$ cat src/rtl/cs_sequencer.sv
// Microprogram sequencer: owns the control-store address register (CSAR) and selects the
// next microinstruction address each cycle (increment, conditional/unconditional jump, or
// instruction decode). Stalls while a memory access requested by the current microword
// is outstanding.
// Optional feature macro: CS_SEQUENCER_TIMEOUT_EN (WAIT-state watchdog that traps to
// TRAP_ADDRESS and sets a sticky TIMEOUT flag).
module cs_sequencer #(
   parameter int unsigned                CSAI_DATAWIDTH = 11,
   parameter int unsigned                TIMEOUT_CYCLES = 64,
   parameter logic [CSAI_DATAWIDTH-1:0]  TRAP_ADDRESS   = 11'h7F0
) (
   input  logic                      CS_SEQUENCER_CLOCK_50,
   input  logic                      CS_SEQUENCER_RESET_InHigh,
   input  logic                      CS_SEQUENCER_START_In,
   input  logic [2:0]                CS_SEQUENCER_COND_InBus,
   input  logic [CSAI_DATAWIDTH-1:0] CS_SEQUENCER_JUMPADDR_InBus,
   input  logic [1:0]                CS_SEQUENCER_IROP_InBus,
   input  logic [5:0]                CS_SEQUENCER_IROP3_InBus,
   input  logic                      CS_SEQUENCER_IR13_In,
   input  logic [3:0]                CS_SEQUENCER_FLAGS_InBus,
   input  logic                      CS_SEQUENCER_MEMREQ_In,
   input  logic                      CS_SEQUENCER_MEMACK_In,
   output logic [CSAI_DATAWIDTH-1:0] CS_SEQUENCER_CSAddress_OutBus,
   output logic                      CS_SEQUENCER_STALL_Out,
   output logic [1:0]                CS_SEQUENCER_STATE_OutBus,
   output logic                      CS_SEQUENCER_TIMEOUT_Out
);

   typedef enum logic [1:0] {
      StIdle = 2'b00,
      StRun  = 2'b01,
      StWait = 2'b10,
      StTrap = 2'b11
   } state_e;

   localparam logic [CSAI_DATAWIDTH-1:0] CsarOne = {{(CSAI_DATAWIDTH-1){1'b0}}, 1'b1};

   state_e                    state_q, state_d;
   logic [CSAI_DATAWIDTH-1:0] csar_q, csar_d;
   logic [CSAI_DATAWIDTH-1:0] next_addr;
   logic [CSAI_DATAWIDTH-1:0] csar_inc;
   logic [10:0]               decode_addr;
   logic                      flag_n, flag_z, flag_v, flag_c;
   logic                      mem_stall;

`ifdef CS_SEQUENCER_TIMEOUT_EN
   localparam int unsigned CntW = (TIMEOUT_CYCLES > 2) ? $clog2(TIMEOUT_CYCLES) : 1;
   localparam logic [CntW-1:0] CntLast = CntW'(TIMEOUT_CYCLES - 1);

   logic [CntW-1:0] wait_cnt_q, wait_cnt_d;
   logic            timeout_q, timeout_d;
`else
   // Watchdog parameters only matter when the timeout feature is built in.
   logic unused_cfg;
   assign unused_cfg = ^{TRAP_ADDRESS, TIMEOUT_CYCLES};
`endif

   assign {flag_n, flag_z, flag_v, flag_c} = CS_SEQUENCER_FLAGS_InBus;
   assign mem_stall = CS_SEQUENCER_MEMREQ_In & ~CS_SEQUENCER_MEMACK_In;

   // Next-address select from the current microword COND field.
   always_comb begin
      csar_inc    = csar_q + CsarOne;
      decode_addr = {1'b1, CS_SEQUENCER_IROP_InBus, CS_SEQUENCER_IROP3_InBus, 2'b00};
      next_addr   = csar_inc;
      case (CS_SEQUENCER_COND_InBus)
         3'b000:  next_addr = csar_inc;
         3'b001:  next_addr = flag_n ? CS_SEQUENCER_JUMPADDR_InBus : csar_inc;
         3'b010:  next_addr = flag_z ? CS_SEQUENCER_JUMPADDR_InBus : csar_inc;
         3'b011:  next_addr = flag_v ? CS_SEQUENCER_JUMPADDR_InBus : csar_inc;
         3'b100:  next_addr = flag_c ? CS_SEQUENCER_JUMPADDR_InBus : csar_inc;
         3'b101:  next_addr = CS_SEQUENCER_IR13_In ? CS_SEQUENCER_JUMPADDR_InBus : csar_inc;
         3'b110:  next_addr = CS_SEQUENCER_JUMPADDR_InBus;
         default: next_addr = CSAI_DATAWIDTH'(decode_addr);
      endcase
   end

   // Sequencer FSM next-state and CSAR update.
   always_comb begin
      state_d = state_q;
      csar_d  = csar_q;
`ifdef CS_SEQUENCER_TIMEOUT_EN
      wait_cnt_d = wait_cnt_q;
      timeout_d  = timeout_q;
`endif
      case (state_q)
         StIdle: begin
            csar_d = '0;
            if (CS_SEQUENCER_START_In) begin
               state_d = StRun;
            end
         end
         StRun, StTrap: begin
            // TRAP sequences exactly like RUN; only the reported state code differs.
            if (mem_stall) begin
               state_d = StWait;
`ifdef CS_SEQUENCER_TIMEOUT_EN
               wait_cnt_d = '0;
`endif
            end else begin
               csar_d = next_addr;
            end
         end
         StWait: begin
            // An ACK on the final watchdog cycle still wins over the trap.
            if (CS_SEQUENCER_MEMACK_In) begin
               csar_d  = next_addr;
               state_d = StRun;
`ifdef CS_SEQUENCER_TIMEOUT_EN
            end else if (wait_cnt_q == CntLast) begin
               csar_d    = TRAP_ADDRESS;
               timeout_d = 1'b1;
               state_d   = StTrap;
            end else begin
               wait_cnt_d = wait_cnt_q + CntW'(1);
`endif
            end
         end
         default: state_d = StIdle;
      endcase
   end

   // State registers with synchronous active-high reset.
   always_ff @(posedge CS_SEQUENCER_CLOCK_50) begin
      if (CS_SEQUENCER_RESET_InHigh) begin
         state_q <= StIdle;
         csar_q  <= '0;
`ifdef CS_SEQUENCER_TIMEOUT_EN
         wait_cnt_q <= '0;
         timeout_q  <= 1'b0;
`endif
      end else begin
         state_q <= state_d;
         csar_q  <= csar_d;
`ifdef CS_SEQUENCER_TIMEOUT_EN
         wait_cnt_q <= wait_cnt_d;
         timeout_q  <= timeout_d;
`endif
      end
   end

   assign CS_SEQUENCER_CSAddress_OutBus = csar_q;
   assign CS_SEQUENCER_STALL_Out        = (state_q == StWait);
   assign CS_SEQUENCER_STATE_OutBus     = state_q;
`ifdef CS_SEQUENCER_TIMEOUT_EN
   assign CS_SEQUENCER_TIMEOUT_Out = timeout_q;
`else
   assign CS_SEQUENCER_TIMEOUT_Out = 1'b0;
`endif

endmodule

$ cat config.mk
export PLATFORM = sky130hd
export DESIGN_NAME = cs_sequencer
export DESIGN_NICKNAME = d
export VERILOG_FILES = /design/src/rtl/cs_sequencer.sv
export SDC_FILE = /design/constraint.sdc
export NUM_CORES = 1
export LEC_CHECK = 0
export CAP_MARGIN = 40
export CORE_MARGIN = 3
export CORE_UTILIZATION = 43
export CTS_CLUSTER_SIZE = 8
export DETAILED_ROUTE_END_ITERATION = 10
export GPL_TIMING_DRIVEN = 0
export PLACE_DENSITY = 0.8
export REMOVE_ABC_BUFFERS = 1
export SLEW_MARGIN = 40
export SYNTH_ARGS = -nofsm -noshare
export SYNTH_HDL_FRONTEND = slang
export SYNTH_SLANG_ARGS = --single-unit
export TNS_END_PERCENT = 30
$ cat constraint.sdc
create_clock -name CS_SEQUENCER_CLOCK_50 -period 2 [get_ports CS_SEQUENCER_CLOCK_50]
set_input_delay 0.4 -clock CS_SEQUENCER_CLOCK_50 [delete_from_list [all_inputs] [get_ports CS_SEQUENCER_CLOCK_50]]
set_output_delay 0.4 -clock CS_SEQUENCER_CLOCK_50 [all_outputs]
set_load 0.02 [all_outputs]
==> flow_summary.yaml, run 1 <==
run_status:
  outcome: "finished, final reports clean"
cts:
  cts_made_buffers: 3
  hold_buffers: 0
  worst_setup_hold_path_clk_slew_ns: 0.09
  htree_levels: 1
  cts.sinks: 13
  cts-root-buf: "clkbuf_4"
  tritoncts: "done"
  clock_latency_ns: 0.28
  clock_path_buffers: 2
timing:
  fmax_ghz: 0.522
  layout_min_cycle_time_ns: 1.92
  fin_crit_sh_pct: 95.8
  timing.final.setup_violations: 0
  postLayoutSetupSlackWorst_ns: 0.0843
  grt_setup_unrepaired: "no"
  timing.hold.ws_ns: 0.540
  transition_time_of_the_tightest_slew_check_pin_ns: 0.533
  finalHoldViolCount: 0
  slew_violations: 0
  maxSlewHeadroom_pct: 64.4
  clock_skew_ns: 0.000975
  setup_total_negative_slack_ns: 0
synth:
  yosysUniqueCellTypes: 45
  async_flop_share_pct: 0
  synth.top_cells.by_area: "dfxtp_1, nand2_1, a221oi_1, a21oi_1, o21ai_0"
  ys_warn_count: 0
  synth-seq-cells: 13
  yosys.area.top_type_share_pct: 23.0
  yosys.area.top_type: "dfxtp_1"
  synth_ff_type: "dfxtp_1"
  netlist_instances: 156
  ys_top_cells_by_count: "nand2_1, dfxtp_1, a21oi_1, o21ai_0, a221oi_1"
  synth_edf_count: 0
  synth_area_per_cell_um2: 7.27
  yosysSeqAreaShare_pct: 23.0
  synth_most_common_cell: "nand2_1"
  mappedNetlistArea_um2: 1130
floorplanning:
  chip_height_um: 57.3
  floorplan.rows: 17
  fp.coreArea_um2: 2360
  die-area_um2: 3290
  die_w_um: 57.3
  ioPinCount: 47
  start_util_pct: 48.0
critical_path:
  crit_type: "in -> reg"
  critical_path.endpoint_type: "register"
  critical_path.endpoint: "CS_SEQUENCER_CSAddress_OutBus[2]"
  rr_worst_depth: 6
  start_kind: "input port"
  critPathArrivalTime_ns: 2.13
  r2r_setup_slack_ns: 0.27
  reg_to_reg_endpoint: "CS_SEQUENCER_CSAddress_OutBus[6]"
  crit_path_max_fanout: 8
  rr_startpoint: "CS_SEQUENCER_CSAddress_OutBus[0]"
  worstSetupStartpoint: "CS_SEQUENCER_MEMACK_In"
  worst-endpoint-required_ns: 2.21
route:
  post-route-drc-count: 0
  post_drt_via_cell_ratio: 5.88
  starting_drt_drc_count: 37
  detail_route.first_pass.iterations: 4
  drt_wl_total_um: 3250
  postRouteAntennaNets: 0
  vias: 1317
  wl_per_cell_um: 14.5
run:
  max_cap_viol_count: 0
place:
  place.detailed.instances: 220
  globalplace.congestion: 0.838
  port_buf_inserts: 45
  pre_cts_slack_ns: -0.532
  hpwl_reported_at_the_end_of_detailed_placement_um: 2470
global_route:
  grt.total_usage_pct: 20.3
  antenna_found_initial: 0
  grt_pass1_wl_um: 5350
  first_global_vias: 1207
  grt_max_degree: 17
  grt-ovfl-total: 0
finish:
  instances_no_fill: 224
  diodes: 0
  area.growth.synth_to_final_pct: 39.4
  layout_net_count: 230
  layout-drive-gt1-share_pct: 6.12
worst_hold_path:
  hold_path.class: "reg -> reg"
power:
  p_per_area_nw_per_um2: 436
  ir_worst_vdd_uv: 263
  leakagePower_nw: 0.565
==> cell usage in the layout (no fill, tap or decap), drive strengths merged, types with 3 or more instances in the layout <==
| cell | count |
|---|---|
| clkdlybuf4s50 | 42 |
| nand2 | 22 |
| dfxtp | 13 |
| o21ai | 13 |
| a21oi | 12 |
| a221oi | 8 |
| nor2 | 8 |
| nand3 | 7 |
| nor3 | 6 |
| nor2b | 6 |
| inv | 5 |
| xor2 | 5 |
| clkbuf | 5 |
| a31oi | 4 |
| xnor2 | 3 |
| o211ai | 3 |
| nor4 | 3 |
| nand4 | 3 |
==> cell families (layout without fill, tap and decap cells) <==
group	after synthesis	in the layout	synth area share [%]
simple gates	64	64	29.9
compound gates	52	52	29.8
buf+inv	14	54	6.95
flops	13	13	23.0
xor+xnor	8	8	6.18
mux	3	3	2.76
fa+ha+maj	1	1	1.10
other cells	1	1	0.331
==> cell type report <==
class | count | area, um2
clock buffers | 4 | 26.3
inverters | 5 | 18.8
multi-input cells | 129 | 797
repair buffers | 45 | 443
fillers | 225 | 781
flip-flops and latches | 13 | 260
well taps | 28 | 35.0
==> sequential cells by signal, summed over array words and instances (netlist names) <==
| register | flops |
|---|---|
| CS_SEQUENCER_CSAddress_OutBus | 11 |
| CS_SEQUENCER_STATE_OutBus | 2 |
==> power by group <==
part	total, W	switching [W]	internal (W)
logic	0.000226	0.000112	0.000113
clock network	0.000178	0.000100	0.0000775
registers	0.000286	0.0000173	0.000269
==> metrics by stage <==
| step | utilization, % | total power, W | cell area, um2 |
|---|---|---|---|
| 5_1_grt | 66.9 | 0.000731 | 1580 |
| 6_report | 66.9 | 0.000689 | 1580 |
| 4_1_cts | 67.1 | 0.000694 | 1580 |
| 3_5_place_dp | 66.0 | 0.000517 | 1560 |
| 3_3_place_gp | 66.0 | 0.000512 | 1560 |
| 2_1_floorplan | - | 0.000394 | 1070 |
==> worst max-delay path, stage by stage <==
cell	delay [ns]
clkdlybuf4s50_1	0.60
nor2b_2	0.12
nor2_2	0.32
o21a_1	0.19
or3b_1	0.35
a31oi_1	0.15
==> repair_timing <==
action                                  CTS  global route
setup buffers                             0             0
endpoints found under the setup margin    8             2
gates resized for setup                   4             2
==> worst min path at each step <==
| stage | startpoint | endpoint | slack (ns) | depth (start not counted) |
|---|---|---|---|---|
| detailed placement | CS_SEQUENCER_CSAddress_OutBus[1] | CS_SEQUENCER_CSAddress_OutBus[1] | 0.52 | 2 |
| floorplan | CS_SEQUENCER_RESET_InHigh | CS_SEQUENCER_STATE_OutBus[1] | 0.47 | 1 |
| global placement | CS_SEQUENCER_CSAddress_OutBus[1] | CS_SEQUENCER_CSAddress_OutBus[1] | 0.50 | 2 |
| CTS | CS_SEQUENCER_CSAddress_OutBus[1] | CS_SEQUENCER_CSAddress_OutBus[1] | 0.54 | 2 |
| global route | CS_SEQUENCER_CSAddress_OutBus[1] | CS_SEQUENCER_CSAddress_OutBus[1] | 0.56 | 2 |
| finish | CS_SEQUENCER_CSAddress_OutBus[1] | CS_SEQUENCER_CSAddress_OutBus[1] | 0.54 | 2 |
==> per-layer routing <==
metal / up-vias / wire length (um) / part of all wire, % / track usage (%)
met5: - / 0 / 0 / 0
met4: 0 / 65 / 2.0 / 10.6
met3: 6 / 215 / 6.6 / 3.62
met2: 49 / 1530 / 47 / 32.7
met1: 597 / 1430 / 44 / 25.5
li1: 665 / - / - / -
Note: power is estimated with default switching activity, not from simulation.
==> run 2, diff against run 1 <==
Settings changed: GPL_TIMING_DRIVEN 0 to default, PLACE_DENSITY 0.8 to 0.77, SKIP_CTS_REPAIR_TIMING from default to 1.
==> flow_summary.yaml, run 2 (synthesis gave the netlist of run 1 again) <==
run_status:
  outcome: "finished, final reports clean"
finish:
  fillers: 188
  layout-drive-gt1-share_pct: 17.6
  diodes: 0
  area.growth.synth_to_final_pct: 60.0
  multi_input_gate_area_in_the_final_layout_um2: 811
  instances_no_fill: 250
  layout_net_count: 256
  mostFrequentLayoutCell: "clkdlybuf4s50_1"
  layout.cells.most_common_list: "clkdlybuf4s50_1, buf_4, nand2_1, dfxtp_1"
  largest_register_ff_count: 11
  regArea_um2: 260
floorplanning:
  floorplan.rows: 17
  die-area_um2: 3290
  die_w_um: 57.3
  fp.coreArea_um2: 2360
  ioPinCount: 47
  chip_height_um: 57.3
  start_util_pct: 48.0
critical_path:
  critical_path.endpoint: "CS_SEQUENCER_CSAddress_OutBus[5]"
  critPathMostFrequentCell: "buf_4"
  critical_path.endpoint_type: "register"
  rr_worst_depth: 6
  critPathSlowestCell: "clkdlybuf4s50_1"
  critPathArrivalTime_ns: 2.10
  cells_along_the_critical_path: "clkdlybuf4s50_1 -> buf_4 -> nand4b_1 -> nand3_1 -> buf_4 -> nand2_1 -> a221oi_1"
  rr_startpoint: "CS_SEQUENCER_CSAddress_OutBus[0]"
  worst-endpoint-required_ns: 2.19
  start_kind: "input port"
  crit_path_max_fanout: 8
  crit_type: "in -> reg"
  slowest_delay_ns: 0.61
  reg_to_reg_endpoint: "CS_SEQUENCER_CSAddress_OutBus[6]"
  worstSetupStartpoint: "CS_SEQUENCER_COND_InBus[2]"
  r2r_setup_slack_ns: 0.32
cts:
  cts_made_buffers: 3
  htree_levels: 1
  tritoncts: "done"
  worst_setup_hold_path_clk_slew_ns: 0.09
  clock_latency_ns: 0.30
  cts-root-buf: "clkbuf_4"
  clock_path_buffers: 2
  cts.sinks: 13
global_route:
  first_global_vias: 1401
  grt_max_degree: 15
  grt.total_usage_pct: 24.5
  antenna_found_initial: 0
  grt_pass1_wl_um: 6350
  grt-ovfl-total: 0
timing:
  grt_setup_unrepaired: "yes"
  clock_skew_ns: 0.00608
  layout_min_cycle_time_ns: 1.91
  slew_violations: 0
  fmax_ghz: 0.522
  timing.final.setup_violations: 0
  fin_crit_sh_pct: 95.7
  postLayoutSetupSlackWorst_ns: 0.0854
  finalHoldViolCount: 0
route:
  drt_wl_total_um: 3890
  vias: 1474
  post-route-drc-count: 0
  starting_drt_drc_count: 48
  post_drt_via_cell_ratio: 5.90
  postRouteAntennaNets: 0
  detail_route.first_pass.iterations: 4
  wl_per_cell_um: 15.6
place:
  pre_cts_slack_ns: -0.192
  place.detailed.instances: 246
  globalplace.congestion: 0.889
  port_buf_inserts: 45
  hpwl_reported_at_the_end_of_detailed_placement_um: 3020
power:
  ir_worst_vdd_uv: 356
  totalPowerFinal_w: 0.000752
  leakagePower_nw: 0.723
  p_per_area_nw_per_um2: 415
run:
  max_cap_viol_count: 0
worst_hold_path:
  hold_path.class: "reg -> reg"
[run 2: cell count changes in the layout (fill, tap and decap cells not counted)]
| cell | delta |
|---|---|
| dlygate4sd2_1 | -2 |
| nor4_1 | -1 |
| nor4_2 | +1 |
| a32oi_1 | -1 |
| clkdlybuf4s50_1 | +1 |
| clkbuf_2 | -1 |
| buf_12 | +1 |
| dlymetal6s2s_1 | +2 |
| buf_4 | +25 |
| a32oi_2 | +1 |
[run 2: layout make-up]
type | count | share of cell area, %
sequential | 13 | 14.3
inverter | 5 | 1.03
tap | 28 | 1.93
timing repair buffer | 71 | 36.6
clock buffer | 4 | 1.45
multi-input combinational | 129 | 44.7
[run 2: where the power goes]
group | total (W) | switching [W] | internal (W)
Combinational | 0.000286 | 0.000131 | 0.000155
Sequential | 0.000285 | 0.0000161 | 0.000269
Clock | 0.000182 | 0.000104 | 0.0000778
Total | 0.000752 | 0.000251 | 0.000501
[run 2: routing by layer]
metal | GRT usage, % | up-vias | share of wire [%]
met1 | 29.2 | 682 | 42
met3 | 2.94 | 5 | 7.8
li1 | - | 714 | -
met2 | 43.7 | 73 | 48
met4 | 10.3 | 0 | 1.7
met5 | 0 | - | 0
[run 2: worst min-delay path by stage]
stage                                  endpoint                              from  cells past startpoint  slack [ns]
2_1_floorplan      CS_SEQUENCER_STATE_OutBus[1]         CS_SEQUENCER_RESET_InHigh                      1        0.47
3_3_place_gp   CS_SEQUENCER_CSAddress_OutBus[9]  CS_SEQUENCER_CSAddress_OutBus[9]                      2        0.52
3_5_place_dp   CS_SEQUENCER_CSAddress_OutBus[8]  CS_SEQUENCER_CSAddress_OutBus[8]                      2        0.54
4_1_cts        CS_SEQUENCER_CSAddress_OutBus[8]  CS_SEQUENCER_CSAddress_OutBus[8]                      2        0.56
5_1_grt        CS_SEQUENCER_CSAddress_OutBus[6]  CS_SEQUENCER_CSAddress_OutBus[6]                      2        0.59
6_report       CS_SEQUENCER_CSAddress_OutBus[9]  CS_SEQUENCER_CSAddress_OutBus[9]                      2        0.56
[run 2: metrics by stage]
step	hold slack, ns	util, %	instance area, um2	TNS (ns)
final	0.556	76.8	1810	0
after global routing	0.594	76.8	1810	-0.00204
after CTS	0.557	75.9	1790	0
after detailed placement	0.542	74.8	1770	-1.51
after global placement	0.519	74.8	1770	-0.794
after floorplan	0.469	-	1070	0
[run 2: critical path: cells and delay by family]
kind            cells  cell delay [ns]
buf+inv             3             0.98
simple gates        3             0.41
compound gates      1             0.30
==> run 3, diff against run 2 <==
--- a/config.mk
+++ b/config.mk
@@ -19,2 +19 @@
 export SYNTH_SLANG_ARGS = --single-unit
-export TNS_END_PERCENT = 30
==> constraint.sdc (replaced) <==
create_clock -name CS_SEQUENCER_CLOCK_50 -period 2 [get_ports CS_SEQUENCER_CLOCK_50]
set_input_delay 0.5 -clock CS_SEQUENCER_CLOCK_50 [delete_from_list [all_inputs] [get_ports CS_SEQUENCER_CLOCK_50]]
set_output_delay 0.5 -clock CS_SEQUENCER_CLOCK_50 [all_outputs]
set_load 0.02 [all_outputs]
==> flow_summary.yaml, run 3 (synthesis gave the netlist of run 1 again) <==
global_route:
  grt.total_usage_pct: 23.9
  grt_max_degree: 15
  grt-ovfl-total: 0
  antenna_found_initial: 0
  grt_pass1_wl_um: 6270
  first_global_vias: 1434
critical_path:
  rr_startpoint: "CS_SEQUENCER_CSAddress_OutBus[1]"
  critical_path.n_buffers_inverters: 1
  crit_path_max_fanout: 9
  reg_to_reg_endpoint: "CS_SEQUENCER_CSAddress_OutBus[6]"
  r2r_setup_slack_ns: 0.21
  critPathSlowestCell: "clkdlybuf4s50_1"
  slowest_delay_ns: 0.67
  critPathArrivalTime_ns: 1.44
  critical_path.endpoint_type: "primary output"
  cells_along_the_critical_path: "clkdlybuf4s50_1"
  rr_worst_depth: 6
  worst-endpoint-required_ns: 1.50
  crit_type: "reg -> out"
  critical_path.top_delay_family: "buffers and inverters"
  start_kind: "register"
place:
  hpwl_reported_at_the_end_of_detailed_placement_um: 3030
  globalplace.congestion: 0.899
  pre_cts_slack_ns: -0.291
  port_buf_inserts: 45
timing:
  fin_crit_sh_pct: 97.1
  timing.hold.ws_ns: 0.513
  postLayoutSetupSlackWorst_ns: 0.0575
  finalHoldViolCount: 0
  fmax_ghz: 0.515
  slew_violations: 0
  layout_min_cycle_time_ns: 1.94
  clock_skew_ns: 0.00154
  timing.final.setup_violations: 0
cts:
  cts.sinks: 13
  cts-root-buf: "clkbuf_4"
  cts_made_buffers: 3
  htree_levels: 1
  clock_path_buffers: 2
  clock_latency_ns: 0.27
  tritoncts: "done"
  worst_setup_hold_path_clk_slew_ns: 0.08
power:
  ir_worst_vdd_uv: 352
  totalPowerFinal_w: 0.000747
  p_per_area_nw_per_um2: 404
  cellInternalPower_w: 0.000505
  net-switching-power_w: 0.000242
  power.switching_fraction_pct: 32.4
  leakagePower_nw: 0.754
  combPwrFrac_pct: 39.3
  power.clock.fraction_pct: 22.5
  sequentialPowerShare_pct: 38.2
finish:
  layout-drive-gt1-share_pct: 19.2
  diodes: 0
  fin_util_pct: 78.2
  area.growth.synth_to_final_pct: 62.9
  layout.cells.most_common_list: "clkdlybuf4s50_1, buf_4, nand2_1, dfxtp_1"
  largest_register_ff_count: 11
  layout_net_count: 258
  mostFrequentLayoutCell: "clkdlybuf4s50_1"
route:
  wl_per_cell_um: 15.7
  post-route-drc-count: 0
  wl_met2_um: 1870
  detailroute.wirelength.met3_um: 329
  post_drt_via_cell_ratio: 5.98
  starting_drt_drc_count: 74
  drt_wl_total_um: 3950
  detail_route.first_pass.iterations: 4
  postRouteAntennaNets: 0
  dr.max_layer_used: "met4"
  vias: 1506
  length_of_routed_wiring_on_met1_um: 1640
floorplanning:
  ioPinCount: 47
  die-area_um2: 3290
  die_w_um: 57.3
  floorplan.rows: 17
  fp.coreArea_um2: 2360
  chip_height_um: 57.3
  start_util_pct: 48.0
worst_hold_path:
  worstHoldPathCells: 2
  startpoint_of_the_worst_hold_path: "CS_SEQUENCER_CSAddress_OutBus[0]"
  hold_path.class: "reg -> reg"
  whs_endpoint: "CS_SEQUENCER_CSAddress_OutBus[0]"
run:
  max_cap_viol_count: 0
run_status:
  outcome: "finished, final reports clean"
## run 3: power groups by stage
| stage | clock network (W) | logic, W | registers (W) |
|---|---|---|---|
| 6_report | 0.000168 | 0.000294 | 0.000285 |
| 5_1_grt | 0.000188 | 0.000315 | 0.000287 |
| 2_1_floorplan | 0 | 0.0000934 | 0.000300 |
| 3_3_place_gp | 0 | 0.000277 | 0.000290 |
| 4_1_cts | 0.000171 | 0.000284 | 0.000284 |
| 3_5_place_dp | 0 | 0.000282 | 0.000290 |
## run 3: worst min-delay path: stages (launching register included)
cell and delay, ns:
dfxtp_1 0.36, nand2_1 0.07, o21ai_1 0.05
## run 3: worst max path at each step
stage | end | cells after the start | start | slack [ns]
detailed placement | CS_SEQUENCER_CSAddress_OutBus[2] | 6 | CS_SEQUENCER_COND_InBus[0] | -0.29
global placement | CS_SEQUENCER_CSAddress_OutBus[9] | 6 | CS_SEQUENCER_COND_InBus[1] | -0.23
finish | CS_SEQUENCER_CSAddress_OutBus[2] | 1 | CS_SEQUENCER_CSAddress_OutBus[2] | 0.06
global route | CS_SEQUENCER_STATE_OutBus[0] | 1 | CS_SEQUENCER_STATE_OutBus[0] | -0.0002
CTS | CS_SEQUENCER_CSAddress_OutBus[2] | 6 | CS_SEQUENCER_COND_InBus[0] | -0.02
floorplan | CS_SEQUENCER_CSAddress_OutBus[6] | 6 | CS_SEQUENCER_CSAddress_OutBus[0] | 0.30
## run 3: metal layers
layer | GRT usage, % | up-vias
li1 | - | 720
met1 | 29.3 | 677
met2 | 41.1 | 97
met3 | 2.94 | 12
met4 | 11.3 | 0
met5 | 0 | -
## run 3: layout make-up
class,count,area [um2]
multi-input cells,129,823
repair buffers,73,683
fillers,182,514
flip-flops and latches,13,260
well taps,28,35.0
clock buffers,4,26.3
inverters,5,18.8
## run 3: per-stage QoR
stage | std cells | cell area (um2) | TNS [ns]
2_1_floorplan | 147 | 1070 | 0
3_3_place_gp | 248 | 1780 | -1.90
3_5_place_dp | 248 | 1780 | -2.69
4_1_cts | 252 | 1810 | -0.0201
5_1_grt | 252 | 1850 | -0.000290
6_report | 252 | 1850 | 0
